===== src/rtl/clock_meter_pkg.sv =====
// clock_meter_pkg
//  Shared types and helpers for the clock measurement / clock divider slice.
//  - meas_state_t : measurement FSM state encoding
//  - CeilLog2     : ceiling of log2, used to size counters from frequencies
package clock_meter_pkg;

  typedef enum logic [1:0] {
    IDLE    = 2'd0,
    ARM     = 2'd1,
    MEASURE = 2'd2
  } meas_state_t;

  // Smallest r such that 2**r >= value (0 for value <= 1).
  function automatic int CeilLog2(input int value);
    int result;
    result = 0;
    for (int i = 0; i < 31; i++) begin
      if ((32'sd1 <<< i) < value) begin
        result = i + 1;
      end else begin
        result = result;
      end
    end
    return result;
  endfunction

endpackage


===== src/rtl/sync_edge_detect.sv =====
// sync_edge_detect
//  Brings an asynchronous level into the clk_FPGA domain and produces
//  single-cycle rise/fall pulses.
//  Ports:
//   clk_FPGA  in  reference clock
//   reset     in  asynchronous, active-low reset
//   async_in  in  asynchronous input level
//   level     out synchronized level, aligned with the rise/fall pulses
//   rise      out one-cycle pulse per 0->1 transition of async_in
//   fall      out one-cycle pulse per 1->0 transition of async_in
//  A transition on async_in shows up on rise/fall SYNC_STAGES+1 cycles later.
module sync_edge_detect #(
  parameter int SYNC_STAGES = 2
) (
  input  logic clk_FPGA,
  input  logic reset,
  input  logic async_in,
  output logic level,
  output logic rise,
  output logic fall
);

  logic [SYNC_STAGES-1:0] sync_r;
  logic                   prev_r;
  logic                   rise_r;
  logic                   fall_r;

  // Synchronizer chain, previous-level register and registered edge compare.
  always_ff @(posedge clk_FPGA or negedge reset) begin
    if (!reset) begin
      sync_r <= '0;
      prev_r <= 1'b0;
      rise_r <= 1'b0;
      fall_r <= 1'b0;
    end else begin
      sync_r <= {sync_r[SYNC_STAGES-2:0], async_in};
      prev_r <= sync_r[SYNC_STAGES-1];
      rise_r <= sync_r[SYNC_STAGES-1] & ~prev_r;
      fall_r <= ~sync_r[SYNC_STAGES-1] & prev_r;
    end
  end

  // prev_r updates on the same edge as the pulses, so it is the level they describe.
  assign level = prev_r;
  assign rise  = rise_r;
  assign fall  = fall_r;

endmodule


===== src/rtl/clock_period_meter.sv =====
// clock_period_meter
//  Measures the period and high time of a slow clock / square wave in
//  clk_FPGA cycles and flags loss of that clock.
//  Ports:
//   clk_FPGA      in  reference clock (REFERENCE_CLOCK Hz)
//   reset         in  asynchronous, active-low reset
//   enable        in  1 = measure, 0 = idle
//   clock_in      in  measured signal, asynchronous to clk_FPGA
//   period        out cycles between consecutive rising edges of clock_in
//   high_time     out cycles clock_in was high within that period
//   period_valid  out one-cycle pulse when period/high_time update
//   no_clock      out no rising edge seen within 2**NBITS_PERIOD-1 cycles
module clock_period_meter
  import clock_meter_pkg::*;
#(
  parameter int REFERENCE_CLOCK = 50_000_000,
  parameter int NBITS_PERIOD    = 24,
  parameter int SYNC_STAGES     = 2
) (
  input  logic                    clk_FPGA,
  input  logic                    reset,
  input  logic                    enable,
  input  logic                    clock_in,
  output logic [NBITS_PERIOD-1:0] period,
  output logic [NBITS_PERIOD-1:0] high_time,
  output logic                    period_valid,
  output logic                    no_clock
);

  localparam logic [NBITS_PERIOD-1:0] CNT_MAX = {NBITS_PERIOD{1'b1}};
  localparam logic [NBITS_PERIOD-1:0] CNT_ONE = {{(NBITS_PERIOD-1){1'b0}}, 1'b1};

  meas_state_t             state_r;
  meas_state_t             state_next_s;
  logic [NBITS_PERIOD-1:0] counter_r;
  logic [NBITS_PERIOD-1:0] high_shadow_r;
  logic [NBITS_PERIOD-1:0] period_r;
  logic [NBITS_PERIOD-1:0] high_time_r;
  logic                    period_valid_r;
  logic                    no_clock_r;

  logic level_s;
  logic rise_raw_s;
  logic fall_raw_s;
  logic rise_s;
  logic fall_s;
  logic at_max_s;

  logic start_s;
  logic publish_s;
  logic timeout_s;
  logic capture_s;

  sync_edge_detect #(
    .SYNC_STAGES (SYNC_STAGES)
  ) u_sync_edge_detect (
    .clk_FPGA (clk_FPGA),
    .reset    (reset),
    .async_in (clock_in),
    .level    (level_s),
    .rise     (rise_raw_s),
    .fall     (fall_raw_s)
  );

  // Pulses are only trusted when the aligned level agrees with their direction.
  assign rise_s   = rise_raw_s & level_s;
  assign fall_s   = fall_raw_s & ~level_s;
  assign at_max_s = (counter_r == CNT_MAX);

  // FSM state register.
  always_ff @(posedge clk_FPGA or negedge reset) begin
    if (!reset) begin
      state_r <= IDLE;
    end else begin
      state_r <= state_next_s;
    end
  end

  // FSM next-state logic; dropping enable always returns to IDLE.
  always_comb begin
    state_next_s = state_r;
    case (state_r)
      IDLE: begin
        if (enable) state_next_s = ARM;
        else        state_next_s = IDLE;
      end
      ARM: begin
        if (!enable)     state_next_s = IDLE;
        else if (rise_s) state_next_s = MEASURE;
        else             state_next_s = ARM;
      end
      MEASURE: begin
        // A rise on the max-count cycle wins over the timeout.
        if (!enable)        state_next_s = IDLE;
        else if (rise_s)    state_next_s = MEASURE;
        else if (at_max_s)  state_next_s = ARM;
        else                state_next_s = MEASURE;
      end
      default: state_next_s = IDLE;
    endcase
  end

  // FSM output decode: datapath strobes for the current state and edges.
  always_comb begin
    start_s   = 1'b0;
    publish_s = 1'b0;
    timeout_s = 1'b0;
    capture_s = 1'b0;
    case (state_r)
      IDLE: begin
        start_s = 1'b0;
      end
      ARM: begin
        if (enable) start_s = rise_s;
        else        start_s = 1'b0;
      end
      MEASURE: begin
        if (enable) begin
          publish_s = rise_s;
          timeout_s = ~rise_s & at_max_s;
          capture_s = fall_s;
        end else begin
          publish_s = 1'b0;
        end
      end
      default: start_s = 1'b0;
    endcase
  end

  // Cycle counter: 1 on the cycle after an accepted rise, 0 when not measuring.
  always_ff @(posedge clk_FPGA or negedge reset) begin
    if (!reset) begin
      counter_r <= '0;
    end else if (!enable) begin
      counter_r <= '0;
    end else if (start_s || publish_s) begin
      counter_r <= CNT_ONE;
    end else if (timeout_s) begin
      counter_r <= '0;
    end else if (state_r == MEASURE) begin
      counter_r <= counter_r + CNT_ONE;
    end else begin
      counter_r <= '0;
    end
  end

  // High-time shadow, captured on the falling edge inside a period.
  always_ff @(posedge clk_FPGA or negedge reset) begin
    if (!reset) begin
      high_shadow_r <= '0;
    end else if (capture_s) begin
      high_shadow_r <= counter_r;
    end else begin
      high_shadow_r <= high_shadow_r;
    end
  end

  // Result registers; only a completed period is ever published.
  always_ff @(posedge clk_FPGA or negedge reset) begin
    if (!reset) begin
      period_r       <= '0;
      high_time_r    <= '0;
      period_valid_r <= 1'b0;
    end else begin
      period_valid_r <= publish_s;
      if (publish_s) begin
        period_r    <= counter_r;
        high_time_r <= high_shadow_r;
      end else begin
        period_r    <= period_r;
        high_time_r <= high_time_r;
      end
    end
  end

  // Loss-of-clock flag: set on timeout, cleared by a result or by disabling.
  always_ff @(posedge clk_FPGA or negedge reset) begin
    if (!reset) begin
      no_clock_r <= 1'b0;
    end else if (!enable || publish_s) begin
      no_clock_r <= 1'b0;
    end else if (timeout_s) begin
      no_clock_r <= 1'b1;
    end else begin
      no_clock_r <= no_clock_r;
    end
  end

  assign period       = period_r;
  assign high_time    = high_time_r;
  assign period_valid = period_valid_r;
  assign no_clock     = no_clock_r;

endmodule


===== config.mk =====
export PLATFORM = sky130hd
export DESIGN_NAME = clock_period_meter
export DESIGN_NICKNAME = d
export VERILOG_FILES = /design/src/rtl/clock_meter_pkg.sv /design/src/rtl/sync_edge_detect.sv /design/src/rtl/clock_period_meter.sv
export SDC_FILE = /design/constraint.sdc
export NUM_CORES = 1
export LEC_CHECK = 0
export ABC_AREA = 1
export CAP_MARGIN = 10
export CORE_MARGIN = 2
export CORE_UTILIZATION = 40
export DETAILED_ROUTE_END_ITERATION = 6
export PLACE_DENSITY = 0.7
export SLEW_MARGIN = 15
export SYNTH_ARGS = -nofsm -noshare
export SYNTH_HDL_FRONTEND = slang
export SYNTH_SLANG_ARGS = --single-unit

===== constraint.sdc =====
create_clock -name clk_FPGA -period 1.75 [get_ports clk_FPGA]
set_input_delay 0.35 -clock clk_FPGA [delete_from_list [all_inputs] [get_ports clk_FPGA]]
set_output_delay 0.35 -clock clk_FPGA [all_outputs]
set_load 0.005 [all_outputs]

; ---- Yosys cells after proc, flatten, opt, wreduce, memory -nomap -nowiden
; Cells that the tools add are included.
[op_classes]
n_reduce_logical = 5
n_eq_ne = 3
n_addsub = 1
bitwise = 8
mux = 20
[ops]
columns = cell, n
row1 = 24-bit two-way mux, 4
row2 = "24-bit by 1-bit adder with 24-bit output, second input constant", 1
row3 = "24-bit == test, second input constant", 1
row4 = 1-bit two-way mux, 10
row5 = 2-bit two-way mux, 5
row6 = 2-bit case mux with 3 select lines, 1
row7 = 1-bit AND, 5
row8 = 1-bit inverter, 3
row9 = "2-bit by 1-bit == test with 1-bit output, second input constant", 1
row10 = "2-bit == test, second input constant", 1
row11 = 2-bit zero test, 1
row12 = 1-bit logical OR, 2
row13 = 2-bit nonzero test, 1
row14 = 1-bit zero test, 1
[word_totals]
inputBits = 4
out_inout_bits = 50
wordCells = 48
regBits = 105

; ---- Logic depth before layout (Yosys ltp)
; Gate-level depths: netlist (run 1).
[logic_depth]
depth_word = 8
mapped_depth = 9
ltp_nobuf = 8

; ---- Hierarchy
; From an unflattened synthesis (run 1), not the netlist that was laid out.
[unflattened]
hier_cells = 475
hier_area_um2 = 4351.7
[by_module_without_submodules]
columns = module, area_per_inst_um2, cells_per_inst, seq_area_each_um2, instances
row1 = clock_period_meter, 4211.5, 466, 2502.4, 1
row2 = sync_edge_detect, 140.1, 9, 125.1, 1

; ---- Worst setup path after synthesis (run 1)
; No wires, ideal clock.
[synth_timing]
path_type = register to register
from = reg counter_r[0]
to = reg counter_r[22]
path_buffers = 1
path_stages_with_launch = 10
arrival_ns = 1.299
synth_period_minus_slack_ns = 1.424
slack_ns = 0.326
setup_ns = 0.126
required_ns = 1.624
cell_sequence = dfrtp_1 > ha_1 > nand2_1 > nor2_1 > nand2_2 > nor2_4 > nand2_2 > nand3_4 > buf_6 > a21oi_1
[synth_between]
elab_chain_len = 7
word_cells_on_any_way = 9
classes_between = add/sub: 1 / eq/ne: 1 / mux: 6 / bitwise: 1
[synth_lines]
columns = item, line
row1 = start: declaration, clock_period_meter.sv:35  ; logic [NBITS_PERIOD-1:0] counter_r;
row2 = start signal: assignment, clock_period_meter.sv:141  ; counter_r <= counter_r + CNT_ONE;
row3 = branches (longest 4 deep; another with 24-bit by 1-bit adder with 24-bit output), --
row4 = 24-bit two-way mux *, clock_period_meter.sv:138  ; end else if (timeout_s) begin
row5 = 24-bit two-way mux *, clock_period_meter.sv:136  ; end else if (start_s || publish_s) begin
row6 = 24-bit two-way mux *, clock_period_meter.sv:134  ; end else if (!enable) begin
; Mark *: on every way between the ends.
; A chain may end at the register's enable or synchronous reset.

; ---- Worst setup path in the final report (run 1)
[layout_timing]
from = reg counter_r[1]
to = reg counter_r[15]
; Same word-level chain as after synthesis.

==> results.ini, run 1 <==
[run_status]
status = finished clean

[clock_network]
cts_buffer_depth = 2
cts-root-buf = clkbuf_8
cts_made_buffers = 9
clock_latency_ns = 0.36
cts-htree-levels = 3
clock-sinks = 105
path_clk_slew_ns = 0.09
cts_tree = yes

[critical_path]
startpoint_type = flip-flop
worst-setup-path-type = reg2reg
cp_max_fo = 12
worstPathRequired_ns = 1.99
cp_data_arrival_time_ns = 1.88
end_kind = flip-flop

[detailed_routing]
postRouteAntennaNets = 0
vias_per_cell = 4.65
route.detailed.drc = 0
drt_first_pass_iters = 5
wl_um = 8540
vias = 3147
drt_iter0_drc = 155
avgRoutedWirePerCell_um = 12.6

[finish]
fin_cells = 677
stdcell_area_um2 = 5290
layout_commonest_cell = nand2_1
drive_gt1_share_pct = 7.95
diodes = 0
mostFrequentLayoutCells = nand2_1 (132), dfrtp_1 (105), inv_1 (55)
area_delta_synth_final_pct = 22.4
fill_cells = 957
fin_nets = 542

[place]
gp_congestion = 0.860
dp_cells = 660
pre_cts_ws_ns = -0.0526
placedInstanceArea_um2 = 5060
io_buffers = 53
dpl.hpwl_um = 5980

[floorplan]
die_area_um2 = 11700
die_w_um = 108
core_area_um2 = 10400
placementRows = 37
start_util_pct = 41.5
io_pins = 54
fp.dieH_um = 108

[timing]
clock_skew_ns = 0.0109
setup_violations = 0
maxSlewViolCount = 0
max-slew-margin-rel_pct = 76.0
worst_slack_ns = 0.112
worst_pin_slew_ns = 0.360
tns_ns = 0
fmax_ghz = 0.611
min_period_ns = 1.64
rsz0062_at_grt = no
hold_viol_final = 0
timing.final.crit_share_pct = 93.6

[power]
peakVddDrop_mv = 0.438
leakagePower_uw = 0.00237
power.share.clock_pct = 33.0
combPwrFrac_pct = 8.4
power_uw = 4450
seqPwrFrac_pct = 58.6
p_int_uw = 3450
switching_share_pct = 22.5
powerDensity_nw_per_um2 = 842
p_sw_uw = 1000

[run]
drv_cap = 0

[global_routing]
first_global_vias = 3067
track_usage_pct = 16.0
grt_max_degree = 55
antenna_found_initial = 0
overflow = 0
grt_pass1_wl_um = 14700

[synthesis]
ys_ff_latch = 105
ys_seq_area_share_pct = 60.8
syn_avg_cell_area_um2 = 9.08
ys_types = 24
syn-instance-count = 476
ys_warn_count = 0
netlist_area_um2 = 4320
syn-num-nets = 481

[min_path]
hold_class = reg2reg

[final cells by class]
class	instances	area (µm²)	share of cell area (%)
inverter	58	218	4.12
clock buffer	10	138	2.60
multi-input combinational	298	1400	26.4
sequential	105	2630	49.7
timing repair buffer	65	683	12.9
tap	136	170	3.22
clock inverter	5	56.3	1.06
[power groups by stage]
stage | clock network (µW) | logic, µW | registers [µW]
global placement | 0 | 370 | 2660
finish | 1470 | 375 | 2610
global route | 1610 | 430 | 2630
CTS | 1500 | 383 | 2610
detailed placement | 0 | 379 | 2660
floorplan | 0 | 114 | 2660
[what timing repair did]
action                                  4_1_cts  5_1_grt
hold buffers                                  1        0
setup buffers                                 0        0
endpoints found under the setup margin        0       23
endpoints found under the hold margin        24        0
gates resized for setup                       0        3
[layer usage]
layer  global-route usage, %  part of all wire [%]  vias up
li1                        -                     -     1600
met1                    23.4                    48     1462
met2                    23.9                    45       71
met3                    2.89                   4.4       14
met4                    5.77                   1.6        0
met5                       0                     0        -
[synth_stat cells]
master	number	area (µm²)
nand2_1	132	495
dfrtp_1	105	2630
inv_1	55	206
nor2_1	46	173
o21ai_1	41	205
o21ai_0	28	140
nand3_1	15	75.1
xor2_1	12	105
buf_2	9	45.0
a21oi_1	7	35.0
buf_6	4	45.0
inv_2	3	11.3
nor2_2	3	18.8
nor3_1	3	15.0
clkbuf_1	2	7.51
nand2_2	2	12.5
nor2_4	2	22.5
a21oi_2	1	8.76
a22o_2	1	10.0
buf_4	1	7.51
ha_1	1	12.5
nand3_4	1	17.5
nand4_1	1	6.26
nor2_8	1	20.0
[kinds of logic (layout without fill, tap and decap cells)]
| group | Yosys count | after routing | synth area share [%] |
|---|---|---|---|
| AOI/OAI and AO/OA | 78 | 78 | 9.23 |
| xor gates and xnor gates | 12 | 12 | 2.43 |
| adders and majority gates | 1 | 1 | 0.289 |
| buffers and inverters | 74 | 138 | 7.47 |
| DFF | 105 | 105 | 60.8 |
| and+or+nand+nor | 206 | 207 | 19.8 |
[worst paths after layout]
| check | endpoint | slack [ns] | start | cells past startpoint |
|---|---|---|---|---|
| setup / recovery | counter_r[15]$_DFF_PN0_ | 0.11 | counter_r[1]$_DFF_PN0_ | 8 |
| hold / removal | u_sync_edge_detect.sync_r[1]$_DFF_PN0_ | 0.36 | u_sync_edge_detect.sync_r[0]$_DFF_PN0_ | 0 |
| setup reg to reg | counter_r[15]$_DFF_PN0_ | 0.11 | counter_r[1]$_DFF_PN0_ | 8 |
| hold reg to reg | u_sync_edge_detect.sync_r[1]$_DFF_PN0_ | 0.36 | u_sync_edge_detect.sync_r[0]$_DFF_PN0_ | 0 |
| max in group asynchronous | high_time[5]$_DFFE_PN0P_ | 0.77 | reset | 3 |
| min in group asynchronous | period[11]$_DFFE_PN0P_ | 0.43 | reset | 2 |
[through the flow]
stage,utilization [%],hold WS (ns)
floorplan,-,0.0544
global placement,48.6,0.286
detailed placement,48.6,0.293
CTS,50.5,0.360
global route,50.8,0.370
finish,50.8,0.362
[state kept, by name, summed over array words and instances (netlist names)]
| register | flops |
|---|---|
| state_r | 2 |
| u_sync_edge_detect.fall | 1 |
| counter_r | 24 |
| u_sync_edge_detect.sync_r | 2 |
| high_shadow_r | 24 |
| no_clock | 1 |
| u_sync_edge_detect.level | 1 |
| high_time | 24 |
| period_valid | 1 |
| u_sync_edge_detect.rise | 1 |
| period | 24 |
[worst max-delay path, stage by stage, from the launching register on]
cell	delay [ns]
dfrtp_1	0.43
ha_2	0.22
nand2_1	0.07
nor2_1	0.15
nand2_2	0.11
nor2_4	0.19
nand2_4	0.11
nand3_4	0.16
nor2_1	0.08
Power figures use the tool's default switching activity.
==> inputs of run 2 (changes only) <==
--- a/config.mk
+++ b/config.mk
@@ -11,6 +11,7 @@
 export CORE_UTILIZATION = 40
 export DETAILED_ROUTE_END_ITERATION = 6
 export PLACE_DENSITY = 0.7
+export SKIP_LAST_GASP = 1
 export SLEW_MARGIN = 15
 export SYNTH_ARGS = -nofsm -noshare
 export SYNTH_HDL_FRONTEND = slang
==> results.ini, run 2 (synthesized netlist as in run 1, its figures left out) <==
[detailed_routing]
route.detailed.drc = 0  ; unchanged
drt_iter0_drc = 183  ; was 155
vias = 3137  ; was 3,147
vias_per_cell = 4.63  ; was 4.65
avgRoutedWirePerCell_um = 12.6  ; about the same
wl_um = 8530  ; was 8540 µm
postRouteAntennaNets = 0  ; unchanged
drt_first_pass_iters = 4  ; was 5

[power]
leakagePower_uw = 0.00235  ; was 0.00237 µW
peakVddDrop_mv = 0.438  ; about the same
powerDensity_nw_per_um2 = 843  ; was 842 nW/µm²

[clock_network]
cts_buffer_depth = 2  ; unchanged
clock_latency_ns = 0.36  ; about the same
cts_made_buffers = 9  ; unchanged
clock-sinks = 105  ; unchanged
cts-htree-levels = 3  ; unchanged
path_clk_slew_ns = 0.10  ; was 0.09 ns
cts_tree = yes  ; unchanged
cts-root-buf = clkbuf_8  ; unchanged

[timing]
setup_violations = 0  ; unchanged
rsz0062_at_grt = yes  ; was no
clock_skew_ns = 0.0117  ; was 0.0109 ns
min_period_ns = 1.68  ; was 1.64 ns
hold_viol_final = 0  ; unchanged
holdWs_ns = 0.362  ; about the same
maxSlewViolCount = 0  ; unchanged
max-slew-margin-rel_pct = 76.1  ; was 76.0%
timing.final.crit_share_pct = 95.7  ; was 93.6%
fmax_ghz = 0.597  ; was 0.611 GHz
worst_pin_slew_ns = 0.359  ; was 0.360 ns

[critical_path]
startpoint_type = flip-flop  ; unchanged
cp_max_fo = 12  ; unchanged
crit_slowest_cell = dfrtp_1  ; unchanged
cp_data_arrival_time_ns = 1.92  ; was 1.88 ns
end_kind = flip-flop  ; unchanged
worstPathRequired_ns = 1.99  ; about the same
critPathMaxStageDelay_ns = 0.43  ; about the same
path_cells = ha_1 -> nand2_1 -> nor2_1 -> nand2_2 -> nor2_4 -> nand2_2 -> nand3_4 -> nor2_1  ; was ha_2 -> nand2_1 -> nor2_1 -> nand2_2 -> nor2_4 -> nand2_4 -> nand3_4 -> nor2_1
worst-setup-path-type = reg2reg  ; unchanged
r2r_slack_ns = 0.07  ; was 0.11 ns

[run]
drv_cap = 0  ; unchanged

[floorplan]
die_area_um2 = 11700  ; unchanged
fp.dieH_um = 108  ; unchanged
core_area_um2 = 10400  ; unchanged
placementRows = 37  ; unchanged
io_pins = 54  ; unchanged
die_w_um = 108  ; unchanged
start_util_pct = 41.5  ; unchanged

[global_routing]
grt_max_degree = 55  ; unchanged
grt_pass1_wl_um = 14700  ; unchanged
track_usage_pct = 16.0  ; unchanged
antenna_found_initial = 0  ; unchanged
overflow = 0  ; unchanged
first_global_vias = 3067  ; unchanged

[run_status]
status = finished clean  ; unchanged

[place]
dp_cells = 660  ; unchanged
placedInstanceArea_um2 = 5060  ; unchanged
io_buffers = 53  ; unchanged
dpl.hpwl_um = 5980  ; unchanged
gp_congestion = 0.860  ; unchanged

[finish]
fin_nets = 542  ; unchanged
stdcell_area_um2 = 5280  ; was 5290 µm²
diodes = 0  ; unchanged
fill_cells = 960  ; was 957
fin_cells = 677  ; unchanged
area_delta_synth_final_pct = 22.2  ; was 22.4%
layout_commonest_cell = nand2_1  ; unchanged
fin_util_pct = 50.7  ; was 50.8%
drive_gt1_share_pct = 7.76  ; was 7.95%
mostFrequentLayoutCells = nand2_1 (132), dfrtp_1 (105), inv_1 (55)  ; unchanged

[min_path]
hold_class = reg2reg  ; unchanged

run 2: report_power, final:
part	switching, µW	total (µW)	internal (µW)
clock network	781	1470	691
registers	58.2	2610	2550
logic	165	375	210
total	1000	4450	3450
run 2: cell type report:
class | count | area [µm²] | share of cell area [%]
multi-input combinational | 298 | 1390 | 26.3
inverter | 58 | 218 | 4.12
sequential | 105 | 2630 | 49.7
clock buffer | 10 | 138 | 2.61
timing repair buffer | 65 | 683 | 12.9
tap | 136 | 170 | 3.22
clock inverter | 5 | 56.3 | 1.07
run 2: routing by layer:
layer | share of wire (%) | wire, µm | GRT usage, % | vias up
met5 | 0 | 0 | 0 | -
met4 | 1.6 | 135 | 5.77 | 0
met3 | 4.2 | 359 | 2.89 | 14
met2 | 45 | 3850 | 23.9 | 67
met1 | 49 | 4180 | 23.4 | 1453
li1 | - | - | - | 1603
run 2: path summary, 6_finish.rpt:
check,endpoint,cells past startpoint,from
worst max register to register,counter_r[15]$_DFF_PN0_,8,counter_r[1]$_DFF_PN0_
worst min register to register,u_sync_edge_detect.sync_r[1]$_DFF_PN0_,0,u_sync_edge_detect.sync_r[0]$_DFF_PN0_
max in group asynchronous,high_time[5]$_DFFE_PN0P_,3,reset
worst max-delay path,counter_r[15]$_DFF_PN0_,8,counter_r[1]$_DFF_PN0_
worst min-delay path,u_sync_edge_detect.sync_r[1]$_DFF_PN0_,0,u_sync_edge_detect.sync_r[0]$_DFF_PN0_
min in group asynchronous,period[11]$_DFFE_PN0P_,2,reset
run 2: timing repair:
| item | 4_1_cts | 5_1_grt |
|---|---|---|
| endpoints found under the hold margin | 24 | 0 |
| hold buffers | 1 | 0 |
| resized for setup | 0 | 1 |
| buffers inserted | 0 | 0 |
| endpoints found under the setup margin | 0 | 23 |
run 2: through the flow:
stage | power [µW] | setup WS [ns] | setup TNS [ns]
3_3_place_gp | 3030 | -0.00181 | -0.00542
6_report | 4450 | 0.0744 | 0
3_5_place_dp | 3040 | -0.0526 | -1.71
5_1_grt | 4670 | -0.0167 | -0.0912
2_1_floorplan | 2770 | 0.326 | 0
4_1_cts | 4500 | 0.0312 | 0
run 2: critical path, delay by kind of cell, from the launching register on:
family                     cells  cell delay (ns)
and+or+nand+nor                7             0.91
DFF                            1             0.43
adders and majority gates      1             0.22
